$ cat src/rtl/cpu_memory_pkg.sv
// Shared definitions for the moxie memory-access stage: access sizes, FSM states
// and the word-alignment helper used to form the bus address.
package cpu_memory_pkg;

  typedef enum logic [1:0] {
    MEM_SIZE_L = 2'b00,
    MEM_SIZE_S = 2'b01,
    MEM_SIZE_B = 2'b10,
    MEM_SIZE_X = 2'b11
  } mem_size_e;

  typedef enum logic {
    MEM_IDLE   = 1'b0,
    MEM_ACCESS = 1'b1
  } mem_state_e;

  function automatic logic [31:0] word_align(input logic [31:0] addr);
    return {addr[31:2], 2'b00};
  endfunction

endpackage

$ cat src/rtl/cpu_memory_lanes.sv
// Big-endian byte-lane steering: lane selects, replicated store data,
// zero-extended load data and misalignment detection for one access.
module cpu_memory_lanes
  import cpu_memory_pkg::*;
(
  input  logic [1:0]  size,
  input  logic [1:0]  addr_lo,
  input  logic [31:0] store_data,
  input  logic [31:0] bus_data,
  output logic [3:0]  sel,
  output logic [31:0] store_lanes,
  output logic [31:0] load_data,
  output logic        misalign
);

  // NOTE: every output gets a default first so no path through the case infers a latch.
  always_comb begin
    sel         = 4'b1111;
    store_lanes = store_data;
    load_data   = bus_data;
    misalign    = 1'b0;
    case (mem_size_e'(size))
      MEM_SIZE_S: begin
        misalign    = addr_lo[0];
        sel         = addr_lo[1] ? 4'b0011 : 4'b1100;
        store_lanes = {2{store_data[15:0]}};
        load_data   = {16'h0000, (addr_lo[1] ? bus_data[15:0] : bus_data[31:16])};
      end
      MEM_SIZE_B: begin
        sel         = 4'b1000 >> addr_lo;
        store_lanes = {4{store_data[7:0]}};
        case (addr_lo)
          2'd0:    load_data = {24'h000000, bus_data[31:24]};
          2'd1:    load_data = {24'h000000, bus_data[23:16]};
          2'd2:    load_data = {24'h000000, bus_data[15:8]};
          default: load_data = {24'h000000, bus_data[7:0]};
        endcase
      end
      // Long and the reserved encoding both behave as a full-word access.
      default: misalign = |addr_lo;
    endcase
  end

endmodule

$ cat src/rtl/cpu_memory.sv
// Memory-access stage: forwards ALU write-backs, runs a classic Wishbone cycle
// for loads/stores and stalls upstream while that cycle is outstanding.
module cpu_memory
  import cpu_memory_pkg::*;
#(
  parameter int unsigned BUS_TIMEOUT = 16
) (
  input  logic        clk_i,
  input  logic        rst_i,
  input  logic        register_write_enable_i,
  input  logic [3:0]  register_write_index_i,
  input  logic [31:0] reg_result_i,
  input  logic        memory_read_enable_i,
  input  logic        memory_write_enable_i,
  input  logic [31:0] memory_address_i,
  input  logic [31:0] mem_result_i,
  input  logic [1:0]  mem_size_i,
  output logic        stall_o,
  output logic        register_write_enable_o,
  output logic [3:0]  register_write_index_o,
  output logic [31:0] reg_result_o,
  output logic [31:0] adr_o,
  output logic [31:0] dat_o,
  input  logic [31:0] dat_i,
  output logic [3:0]  sel_o,
  output logic        we_o,
  output logic        cyc_o,
  output logic        stb_o,
  input  logic        ack_i,
  output logic        bus_error_o
);

  localparam int unsigned CW = (BUS_TIMEOUT < 2) ? 1 : $clog2(BUS_TIMEOUT);
  localparam bit TO_EN = (BUS_TIMEOUT != 0);
  localparam logic [CW-1:0] TO_LAST = CW'((BUS_TIMEOUT == 0) ? 0 : BUS_TIMEOUT - 1);

  mem_state_e  state, state_next;
  logic [CW-1:0] count;
  logic [3:0]  cap_index;
  logic [31:0] cap_result;
  logic        cap_rwe, cap_write;
  logic [1:0]  cap_size, cap_addr_lo;

  logic [1:0]  lane_size, lane_addr;
  logic [3:0]  lane_sel;
  logic [31:0] lane_store, lane_load;
  logic        misalign, mem_req, timeout;

  assign mem_req = memory_read_enable_i | memory_write_enable_i;
  assign timeout = TO_EN && (count == TO_LAST);
  assign stall_o = (state == MEM_ACCESS);

  // While a cycle is outstanding the captured size/offset steer the returning load data.
  assign lane_size = stall_o ? cap_size    : mem_size_i;
  assign lane_addr = stall_o ? cap_addr_lo : memory_address_i[1:0];

  cpu_memory_lanes u_lanes (
    .size        (lane_size),
    .addr_lo     (lane_addr),
    .store_data  (mem_result_i),
    .bus_data    (dat_i),
    .sel         (lane_sel),
    .store_lanes (lane_store),
    .load_data   (lane_load),
    .misalign    (misalign)
  );

  always_comb begin
    state_next = state;
    case (state)
      MEM_IDLE:   if (mem_req && !misalign) state_next = MEM_ACCESS;
      MEM_ACCESS: if (ack_i || timeout)     state_next = MEM_IDLE;
      default:    state_next = MEM_IDLE;
    endcase
  end

  // NOTE: all sequential state uses non-blocking assignments so every register
  // samples pre-edge values regardless of statement order.
  always_ff @(posedge clk_i) begin
    if (rst_i) state <= MEM_IDLE;
    else       state <= state_next;
  end

  always_ff @(posedge clk_i) begin
    if (rst_i) begin
      register_write_enable_o <= 1'b0;
      register_write_index_o  <= '0;
      reg_result_o            <= '0;
      adr_o       <= '0;
      dat_o       <= '0;
      sel_o       <= '0;
      we_o        <= 1'b0;
      cyc_o       <= 1'b0;
      stb_o       <= 1'b0;
      bus_error_o <= 1'b0;
      count       <= '0;
      cap_index   <= '0;
      cap_result  <= '0;
      cap_rwe     <= 1'b0;
      cap_write   <= 1'b0;
      cap_size    <= '0;
      cap_addr_lo <= '0;
    end else begin
      bus_error_o <= 1'b0;
      case (state)
        MEM_IDLE: begin
          if (!mem_req) begin
            register_write_enable_o <= register_write_enable_i;
            register_write_index_o  <= register_write_index_i;
            reg_result_o            <= reg_result_i;
          end else if (misalign) begin
            register_write_enable_o <= 1'b0;
            bus_error_o             <= 1'b1;
          end else begin
            register_write_enable_o <= 1'b0;
            adr_o       <= word_align(memory_address_i);
            sel_o       <= lane_sel;
            dat_o       <= lane_store;
            we_o        <= memory_write_enable_i;
            cyc_o       <= 1'b1;
            stb_o       <= 1'b1;
            count       <= '0;
            cap_index   <= register_write_index_i;
            cap_result  <= reg_result_i;
            cap_rwe     <= register_write_enable_i;
            cap_write   <= memory_write_enable_i;
            cap_size    <= mem_size_i;
            cap_addr_lo <= memory_address_i[1:0];
          end
        end
        MEM_ACCESS: begin
          if (ack_i) begin
            cyc_o <= 1'b0;
            stb_o <= 1'b0;
            we_o  <= 1'b0;
            // A store still retires its ALU result (e.g. the SP update of a push).
            register_write_enable_o <= cap_write ? cap_rwe : 1'b1;
            register_write_index_o  <= cap_index;
            reg_result_o            <= cap_write ? cap_result : lane_load;
          end else if (timeout) begin
            cyc_o       <= 1'b0;
            stb_o       <= 1'b0;
            we_o        <= 1'b0;
            bus_error_o <= 1'b1;
          end else begin
            count <= count + 1'b1;
          end
        end
        default: ;
      endcase
    end
  end

endmodule

$ cat config.mk
export PLATFORM = sky130hd
export DESIGN_NAME = cpu_memory
export DESIGN_NICKNAME = d
export VERILOG_FILES = /design/src/rtl/cpu_memory_pkg.sv /design/src/rtl/cpu_memory_lanes.sv /design/src/rtl/cpu_memory.sv
export SDC_FILE = /design/constraint.sdc
export NUM_CORES = 1
export LEC_CHECK = 0
export ABC_AREA = 1
export CAP_MARGIN = 20
export CORE_UTILIZATION = 46
export CTS_BUF_LIST = sky130_fd_sc_hd__clkbuf_4 sky130_fd_sc_hd__clkbuf_8
export CTS_CLUSTER_DIAMETER = 80
export DETAILED_ROUTE_END_ITERATION = 10
export PLACE_DENSITY_LB_ADDON = 0.2
export REMOVE_ABC_BUFFERS = 1
export SKIP_LAST_GASP = 1
export SYNTH_ARGS = -nofsm -noshare
export SYNTH_HDL_FRONTEND = slang
export SYNTH_SLANG_ARGS = --single-unit
$ cat constraint.sdc
create_clock -name clk_i -period 2.8 [get_ports clk_i]
set_clock_uncertainty 0.15 [all_clocks]
set_input_delay 0.56 -clock clk_i [delete_from_list [all_inputs] [get_ports clk_i]]
set_output_delay 0.56 -clock clk_i [all_outputs]
set_load 0.01 [all_outputs]
# Word level (Yosys, flattened, before mapping)
# Index checks and enable logic that the tools add are counted.
# totals
register_bits	153
latch_bits	0
mem_bits_rw	0
romBits	0
input_bits	140
output_inout_bits	110
wordCells	84
memories	0
# classes
n_addsub	1
mul	0
div	0
n_lt_le_gt_ge	0
eq_ne	12
n_shift	1
n_mux	41
bitwise_logic	3
n_reduce_logical	9
# op_table
cell	count
32-bit one-hot mux with 2 select lines	3
32-bit 2-to-1 mux	3
4-bit 2-to-1 mux	7
4-bit one-hot mux with 2 select lines	3
8-bit one-hot mux with 3 select lines	1
16-bit 2-to-1 mux	1
1-bit 2-to-1 mux	15
2-bit != test (second input constant)	6
1-bit one-hot mux with 2 select lines	6
3-bit AND reduction	2
4-bit by 1-bit adder with 4-bit output (second input constant)	1
2-bit by 1-bit equality test with 1-bit output (second input constant)	2
2-bit equality test (second input constant)	2
4-bit equality test (second input constant)	1
2-bit 2-to-1 mux	2
4-bit AND reduction	1
4-bit by 2-bit >> shifter with 4-bit output (first input constant)	1
3-bit by 2-bit != test with 1-bit output (second input constant)	1
2-bit zero test	1
1-bit NOT	2
2-bit AND reduction	1
2-bit OR reduction	1
1-bit logical AND	1
1-bit zero test	1
2 further kinds	2

# Longest topological paths before layout
# Gate-level depths: netlist of run 1.
# logic_depth
word_depth	7
mapped_depth	16
ltp_nobuf	14

# By module
# Synthesis of run 1 repeated with hierarchy kept, for this count alone.
# unflattened
cells_unflattened	1099
hier_area_um2	7372.1
# modules_own_cells
module	instances	cells_per_inst	area_each_um2	seq_area_each_um2
cpu_memory	1	855	6248.5	3062.9
cpu_memory_lanes	1	244	1123.6	0.0

# Least setup slack after synthesis of run 1
# Ideal clock, no wire load.
# synth_timing
path_kind	register to register
from	register state, in the netlist stall_o
to	register dat_o[10]
setup_time_ns	0.119
t_arrival_ns	2.357
required_time_ns	2.531
setup_slack_ns	0.173
stages_incl_launch_ff	17
n_path_buf	5
period_less_slack_ns	2.627
path_cell_list	dfxtp_1 -> inv_2 -> buf_4 -> clkbuf_1 -> nand2_1 -> o21ai_0 -> inv_1 -> ha_1 -> inv_1 -> o21ai_2 -> nand2_1 -> nand2_1 -> buf_4 -> inv_4 -> buf_6 -> buf_6 -> a21oi_1
# synth_between
elab_chain_len	5
elab_cells_between_ends	10
cone_classes	eq/ne: 2; mux: 4; bitwise: 2; reduce/logical: 2
# synth_rtl
element	line_no	rtl
from (decl)	cpu_memory.sv:37	mem_state_e state, state_next;
from (signal assigned)	cpu_memory.sv:81	else state <= state_next;
2-bit 2-to-1 mux (on tied branches)	cpu_memory.sv:54, cpu_memory.sv:55	
2-bit equality test (tied with other cells)	cpu_memory_lanes.sv:22	case (mem_size_e'(size))
1-bit one-hot mux with 2 select lines	cpu_memory_lanes.sv:22	
1-bit NOT (no line)	--	
3-bit AND reduction (no line)	--	
to (signal assigned)	cpu_memory.sv:118	dat_o <= lane_store;
to (decl)	cpu_memory.sv:23	output logic [31:0] dat_o,
# Several ways; a longest one is shown, not always the timed one.
# A chain may end at the register's enable or synchronous reset.

# Worst setup path in the final report of run 1
# layout_timing
from	register state, in the netlist stall_o
to	output stall_o
# layout_lines
element	line_no	rtl
to (decl)	cpu_memory.sv:18	output logic stall_o,
# No word-level cell between the ends.

==> results.toml, run 1 <==
[run_status]
status = "finished clean"

[sta]
setup-tns-final_ps = 0
setup_viol = 0
post-route-min-period_ps = 2560
fin_crit_sh_pct = 91.4
max_freq_mhz = 391
rsz0062_at_grt = "false"
whs_ps = 310
final_max_slew_viol_count = 0
hold_viol_final = 0

[clocking]
clk_path_buf_depth = 2
numClockSinks = 153
cts_tree = "yes"
post_cts_resized = 0
root_buffer = "clkbuf_8"
htreeDepth = 4
post_cts_buffers = 0
path_clk_slew_ps = 80
cts-buffers-inserted = 17
cts_hold_buf = 0
worstSkewPairLatency_ps = 450

[worst_setup_path]
worstPathCellList = "buf_4 > clkdlybuf4s50_1"
critical_path.slowest_cell = "clkdlybuf4s50_1"
critPathKind = "flip-flop to output pin"
critPathArrivalTime_ps = 1850
slowest_delay_ps = 630
cp-end-kind = "output pin"
required_ps = 2090
crit_fanout = 42
cp-start-kind = "flip-flop"

[power]
p_leak_nw = 3.94
switching_share_pct = 37.4
p_per_area_nw_per_um2 = 925
p_int_mw = 5.77
clkPwrFrac_pct = 19.8
p_total_mw = 9.22
peakVddDrop_mv = 0.490
pwr-share-seq_pct = 33.6
p_sw_mw = 3.45
pwr-share-comb_pct = 46.6

[logic_synthesis]
ys_ff_latch = 153
synth.top_cells.by_area = "dfxtp_1 45%, o21ai_0 11%, a21oi_1 10%"
synthesis.area_um2 = 6780
yosysSeqAreaShare_pct = 45.2
synth_cell_types = 32
synth_top_area_share_pct = 45.2
synthCells = 953
synth_flop_cell = "dfxtp_1"
syn_avg_cell_area_um2 = 7.11
async_flop_share_pct = 0
yosysWarningCount = 0
yosysTopAreaCell = "dfxtp_1"
synth_edf_count = 0

[flow_run]
maxCapViolations = 0

[layout]
drive_gt1_share_pct = 7.19
syn2layout_area_growth_pct = 47.0
antenna_cells = 0
nets = 1326

[floorplanning]
die_h_um = 123
ios = 250
die_width_um = 123
dieArea_um2 = 15200
fp.coreArea_um2 = 14100
initial_utilization_pct = 47.9
rows = 43

[global_routing]
grt_pass1_vias = 6838
grt_pass1_wl_mm = 33.9
grt_max_degree = 61
antenna_found_initial = 0
grt.total_usage_pct = 29.0
grt_overflow = 0

[detailed_routing]
vias = 7422
viasPerCell = 5.39
wire_per_inst_um = 15.8
firstDrtPassIters = 5
drt_iter0_markers = 557
drc = 0
routed_wl_mm = 21.8
ant_nets = 0

[placed_design]
gp_congestion = 0.851
numPortBuffers = 247
hpwl_mm = 15.0

[min_path]
hold_class = "flip-flop to flip-flop"
==> power by group through the flow <==
| stage | registers (mW) | clock network, mW | logic [mW] |
|---|---|---|---|
| 4_1_cts | 3.10 | 1.86 | 4.29 |
| 6_report | 3.10 | 1.82 | 4.29 |
| 5_1_grt | 3.17 | 1.97 | 4.73 |
| 3_5_place_dp | 3.14 | 0 | 4.27 |
| 3_3_place_gp | 3.14 | 0 | 4.21 |
| 2_1_floorplan | 3.39 | 0 | 1.76 |
==> per-stage QoR <==
stage | worst slack [ps] | util, % | instance area (µm²) | instances
2_1_floorplan | -2580 | - | 6430 | 879
3_5_place_dp | -52.0 | 67.4 | 9530 | 1344
5_1_grt | 156 | 70.4 | 9960 | 1376
3_3_place_gp | -1.40 | 67.4 | 9530 | 1344
6_report | 239 | 70.4 | 9960 | 1376
4_1_cts | 225 | 70.4 | 9960 | 1376
==> flip-flops by register name, summed over array words and instances, names as in the netlist <==
| register | count |
|---|---|
| bus_error_o | 1 |
| dat_o | 32 |
| we_o | 1 |
| cap_addr_lo | 2 |
| cap_index | 4 |
| adr_o | 30 |
| cap_size | 2 |
| register_write_enable_o | 1 |
| register_write_index_o | 4 |
| cap_rwe | 1 |
| stall_o | 1 |
| count | 4 |
| reg_result_o | 32 |
| cap_result | 32 |
| stb_o | 1 |
| cap_write | 1 |
| sel_o | 4 |
==> critical path, delay by kind of cell (launching register included) <==
| kind | cells | cell delay, ps |
|---|---|---|
| buffers and inverters | 2 | 1040 |
| flip-flops | 1 | 340 |
==> path summary, 6_finish.rpt <==
check	end	cells after the start	slack, ps	from
min	cap_rwe	2	310	cap_rwe
max	stall_o	2	240	stall_o
min reg2reg	cap_rwe	2	310	cap_rwe
max reg2reg	count[2]	11	470	stall_o
==> final cells by class <==
cell class                      instances  area (µm²)
Tap cell                              180         225
Inverter                               51         195
Fill cell                            1198        4190
Timing Repair Buffer                  285        2870
Sequential cell                       153        3060
Clock inverter                         13         176
Clock buffer                           19         255
Multi-Input combinational cell        675        3180
==> cell usage in the layout (no fill, tap or decap), types with 2 or more instances in the layout <==
master / netlist / final
bufinv_16: 0 / 4
clkbuf_8: 0 / 18
inv_2: 5 / 5
nor2_1: 90 / 90
clkinv_2: 0 / 6
dfxtp_1: 153 / 153
a31oi_1: 5 / 5
nand2_1: 184 / 183
inv_1: 45 / 44
a211oi_1: 3 / 3
nand3_1: 57 / 57
buf_4: 6 / 29
a21oi_1: 141 / 141
nand2_2: 2 / 3
ha_1: 3 / 3
nor3_1: 4 / 4
o21ai_2: 2 / 2
o21ai_0: 145 / 145
o221ai_1: 3 / 3
o211ai_1: 15 / 15
clkinvlp_4: 0 / 3
conb_1: 1 / 2
clkdlybuf4s50_1: 0 / 247
o32ai_1: 4 / 4
buf_12: 0 / 9
o22ai_1: 8 / 8
==> cell usage after synthesis, types with 5 or more instances <==
| cell type | instances |
|---|---|
| a21oi_1 | 141 |
| a31oi_1 | 5 |
| buf_2 | 21 |
| buf_4 | 6 |
| clkbuf_1 | 42 |
| dfxtp_1 | 153 |
| inv_1 | 45 |
| inv_2 | 5 |
| nand2_1 | 184 |
| nand3_1 | 57 |
| nor2_1 | 90 |
| o211ai_1 | 15 |
| o21ai_0 | 145 |
| o22ai_1 | 8 |
==> routing by layer <==
layer / part of all wire [%] / up-vias / track usage [%]
li1: - / 3673 / -
met5: 0 / - / 0
met4: 2.2 / 0 / 12.0
met3: 9.1 / 36 / 7.80
met2: 46 / 335 / 47.3
met1: 43 / 3378 / 36.1
==> cells by family (layout without fill, tap and decap cells) <==
family	after synthesis	after routing	synth area share, %
AOI/OAI and AO/OA	327	327	25.6
xor gates and xnor gates	1	1	0.129
DFF	153	153	45.2
and+or+nand+nor	342	342	20.4
buffers and inverters	126	368	8.07
other	1	2	0.0553
adders and majority gates	3	3	0.554
No activity file was read; power rests on OpenSTA's default activity.
==> run 2, diff against run 1 <==
ABC_AREA = unset   (was 1)
CORE_UTILIZATION = 47   (was 46)
==> run 2 against run 1 <==
Utilization down 1.5 points; global-route usage grew 0.64 points; power shrank 28%; die area increased by 5.1%; via count grew 3.5%; synthesized area is 7.5% higher; sequential power down 15%; flip-flop and latch count unchanged; clock power shrank 13%; maximum frequency down 5.1%; design area up 4.8%; non-clock buffer count grew 13.
==> results.toml, run 2 <==
[detailed_routing]
ant_nets = 0
wire_per_inst_um = 17.5
drt_iter0_markers = 741
firstDrtPassIters = 5
routed_wl_mm = 23.5
viasPerCell = 5.73
drc = 0
vias = 7685

[clocking]
cts_hold_buf = 0
clk_path_buf_depth = 2
cts-buffers-inserted = 17
root_buffer = "clkbuf_8"
cts_tree = "yes"
path_clk_slew_ps = 80
post_cts_buffers = 0
worstSkewPairLatency_ps = 450
htreeDepth = 4
numClockSinks = 153
post_cts_resized = 0

[sta]
relSlewSlack_pct = 63.7
setup_viol = 0
post-route-min-period_ps = 2700
hold_viol_final = 0
worst_slew_pin_slew_ps = 531
fin_crit_sh_pct = 96.3
final_max_slew_viol_count = 0
max_freq_mhz = 371
rsz0062_at_grt = "false"
finalWorstSetupSlack_ps = 102

[logic_synthesis]
synth_flop_cell = "dfxtp_1"
yosysWarningCount = 0
synth.most_common_cell = "nand2_1"
ys_top_cells_by_count = "189 x nand2_1, 153 x dfxtp_1, 124 x a21oi_1"
ys_ff_latch = 153
syn_avg_cell_area_um2 = 7.99
synth_cell_types = 58
async_flop_share_pct = 0
synth_top_area_share_pct = 42.0
synth.top_cells.by_area = "dfxtp_1 42%, nand2_1 9.7%, a21oi_1 8.5%"
synthCells = 912
yosysTopAreaCell = "dfxtp_1"
synth_edf_count = 0
yosysSeqAreaShare_pct = 42.0
synthesis.area_um2 = 7290

[power]
p_int_mw = 4.41
p_sw_mw = 2.27
p_total_mw = 6.68
pwr-share-comb_pct = 36.5
clkPwrFrac_pct = 23.7
switching_share_pct = 33.9
pwr-share-seq_pct = 39.7
p_leak_nw = 3.85
p_per_area_nw_per_um2 = 639
peakVddDrop_mv = 0.372

[worst_setup_path]
crit_buf_inv = 2
crit_fanout = 78
cp-start-kind = "flip-flop"
critPathTopFamily = "buffers and inverters"
critPathArrivalTime_ps = 1990
critical_path.slowest_cell = "clkdlybuf4s50_1"
required_ps = 2090
cp-end-kind = "output pin"
slowest_delay_ps = 610
critPathKind = "flip-flop to output pin"
worstPathCellList = "buf_12 > clkdlybuf4s50_1"

[floorplanning]
rows = 45
initial_utilization_pct = 48.1
fp.coreArea_um2 = 15100
dieArea_um2 = 16000
die_h_um = 127
die_width_um = 127
ios = 250

[global_routing]
grt_pass1_wl_mm = 37.4
grt.total_usage_pct = 29.7
grt_overflow = 0
antenna_found_initial = 0
grt_pass1_vias = 7147
grt_max_degree = 79

[layout]
antenna_cells = 0
stdcell_area_um2 = 10400
syn2layout_area_growth_pct = 43.3
nets = 1286
final_cell_mix = "246 x clkdlybuf4s50_1, 189 x nand2_1, 152 x dfxtp_1, 124 x a21oi_1, 45 x buf_4"
fin_util_pct = 68.9
reg_top3 = "cap_result x32, dat_o x32, reg_result_o x32"
drive_gt1_share_pct = 8.67
final_cells = 1341
final_common_cell = "clkdlybuf4s50_1"

[min_path]
hold_class = "flip-flop to flip-flop"

[placed_design]
gp_congestion = 0.831
place_area_um2 = 10100
hpwl_mm = 16.1
dp.cells = 1312
numPortBuffers = 247
place_ws_ps = -296

[flow_run]
maxCapViolations = 0

[run_status]
status = "finished clean"
-- run 2: cell types whose count changed after synthesis, moves of 14 or more --
cell      before  now
a21oi_1      141  124
a221oi_1       0   38
a22o_1         0   14
and3_1         0   17
inv_1         45   21
nand3_1       57   28
nand3b_1       0   18
nor2_1        90   36
nor2b_1        0   16
o21ai_0      145   20
or3_1          0   18
-- run 2: logic make-up after synthesis --
logic type	share of synthesized area [%]
AOI/OAI and AO/OA	26.9
muxes	0.550
adders and majority gates	0.515
DFF	42.0
other	0.0515
and+or+nand+nor	23.0
buffers and inverters	6.89
-- run 2: worst paths after layout --
| path | startpoint | slack (ps) | endpoint | cells after the start |
|---|---|---|---|---|
| hold reg to reg | reg_result_o[17] | 300 | reg_result_o[17] | 2 |
| hold / removal | reg_result_o[17] | 300 | reg_result_o[17] | 2 |
| setup / recovery | stall_o | 100 | stall_o | 2 |
| setup reg to reg | stall_o | 190 | cap_result[2] | 9 |
-- run 2: tightest hold or removal path, stage by stage, from the launching register on --
cell,delay [ps]
dfxtp_1,310
nand2_1,50
a21oi_1,50
-- run 2: final cells by class --
class / instances / area, µm²
clock inverter: 7 / 68.8
sequential: 153 / 3070
inverter: 22 / 82.6
timing repair buffer: 298 / 2940
tap: 188 / 235
fill: 1260 / 4700
clock buffer: 22 / 297
multi-input combinational: 651 / 3750
-- run 2: per-layer routing --
layer	track usage, %	up-vias	wire, µm
met3	10.0	34	2290
met4	10.4	0	427
met1	37.0	3548	9930
met2	47.8	372	10800
met5	0	-	0
li1	-	3731	-
-- run 2: power by group through the flow --
stage / Clock (mW) / Sequential [mW] / Combinational (mW)
final: 1.59 / 2.65 / 2.44
after global routing: 1.73 / 2.69 / 2.64
after CTS: 1.62 / 2.65 / 2.43
after detailed placement: 0 / 2.70 / 2.41
after global placement: 0 / 2.69 / 2.39
after floorplan: 0 / 2.81 / 1.00
-- run 2: stage by stage --
step | hold slack [ps] | TNS, ps
after floorplan | 275 | -394350
after global routing | 321 | 0
after global placement | 286 | -18580
final | 300 | 0
after CTS | 302 | 0
after detailed placement | 291 | -23530
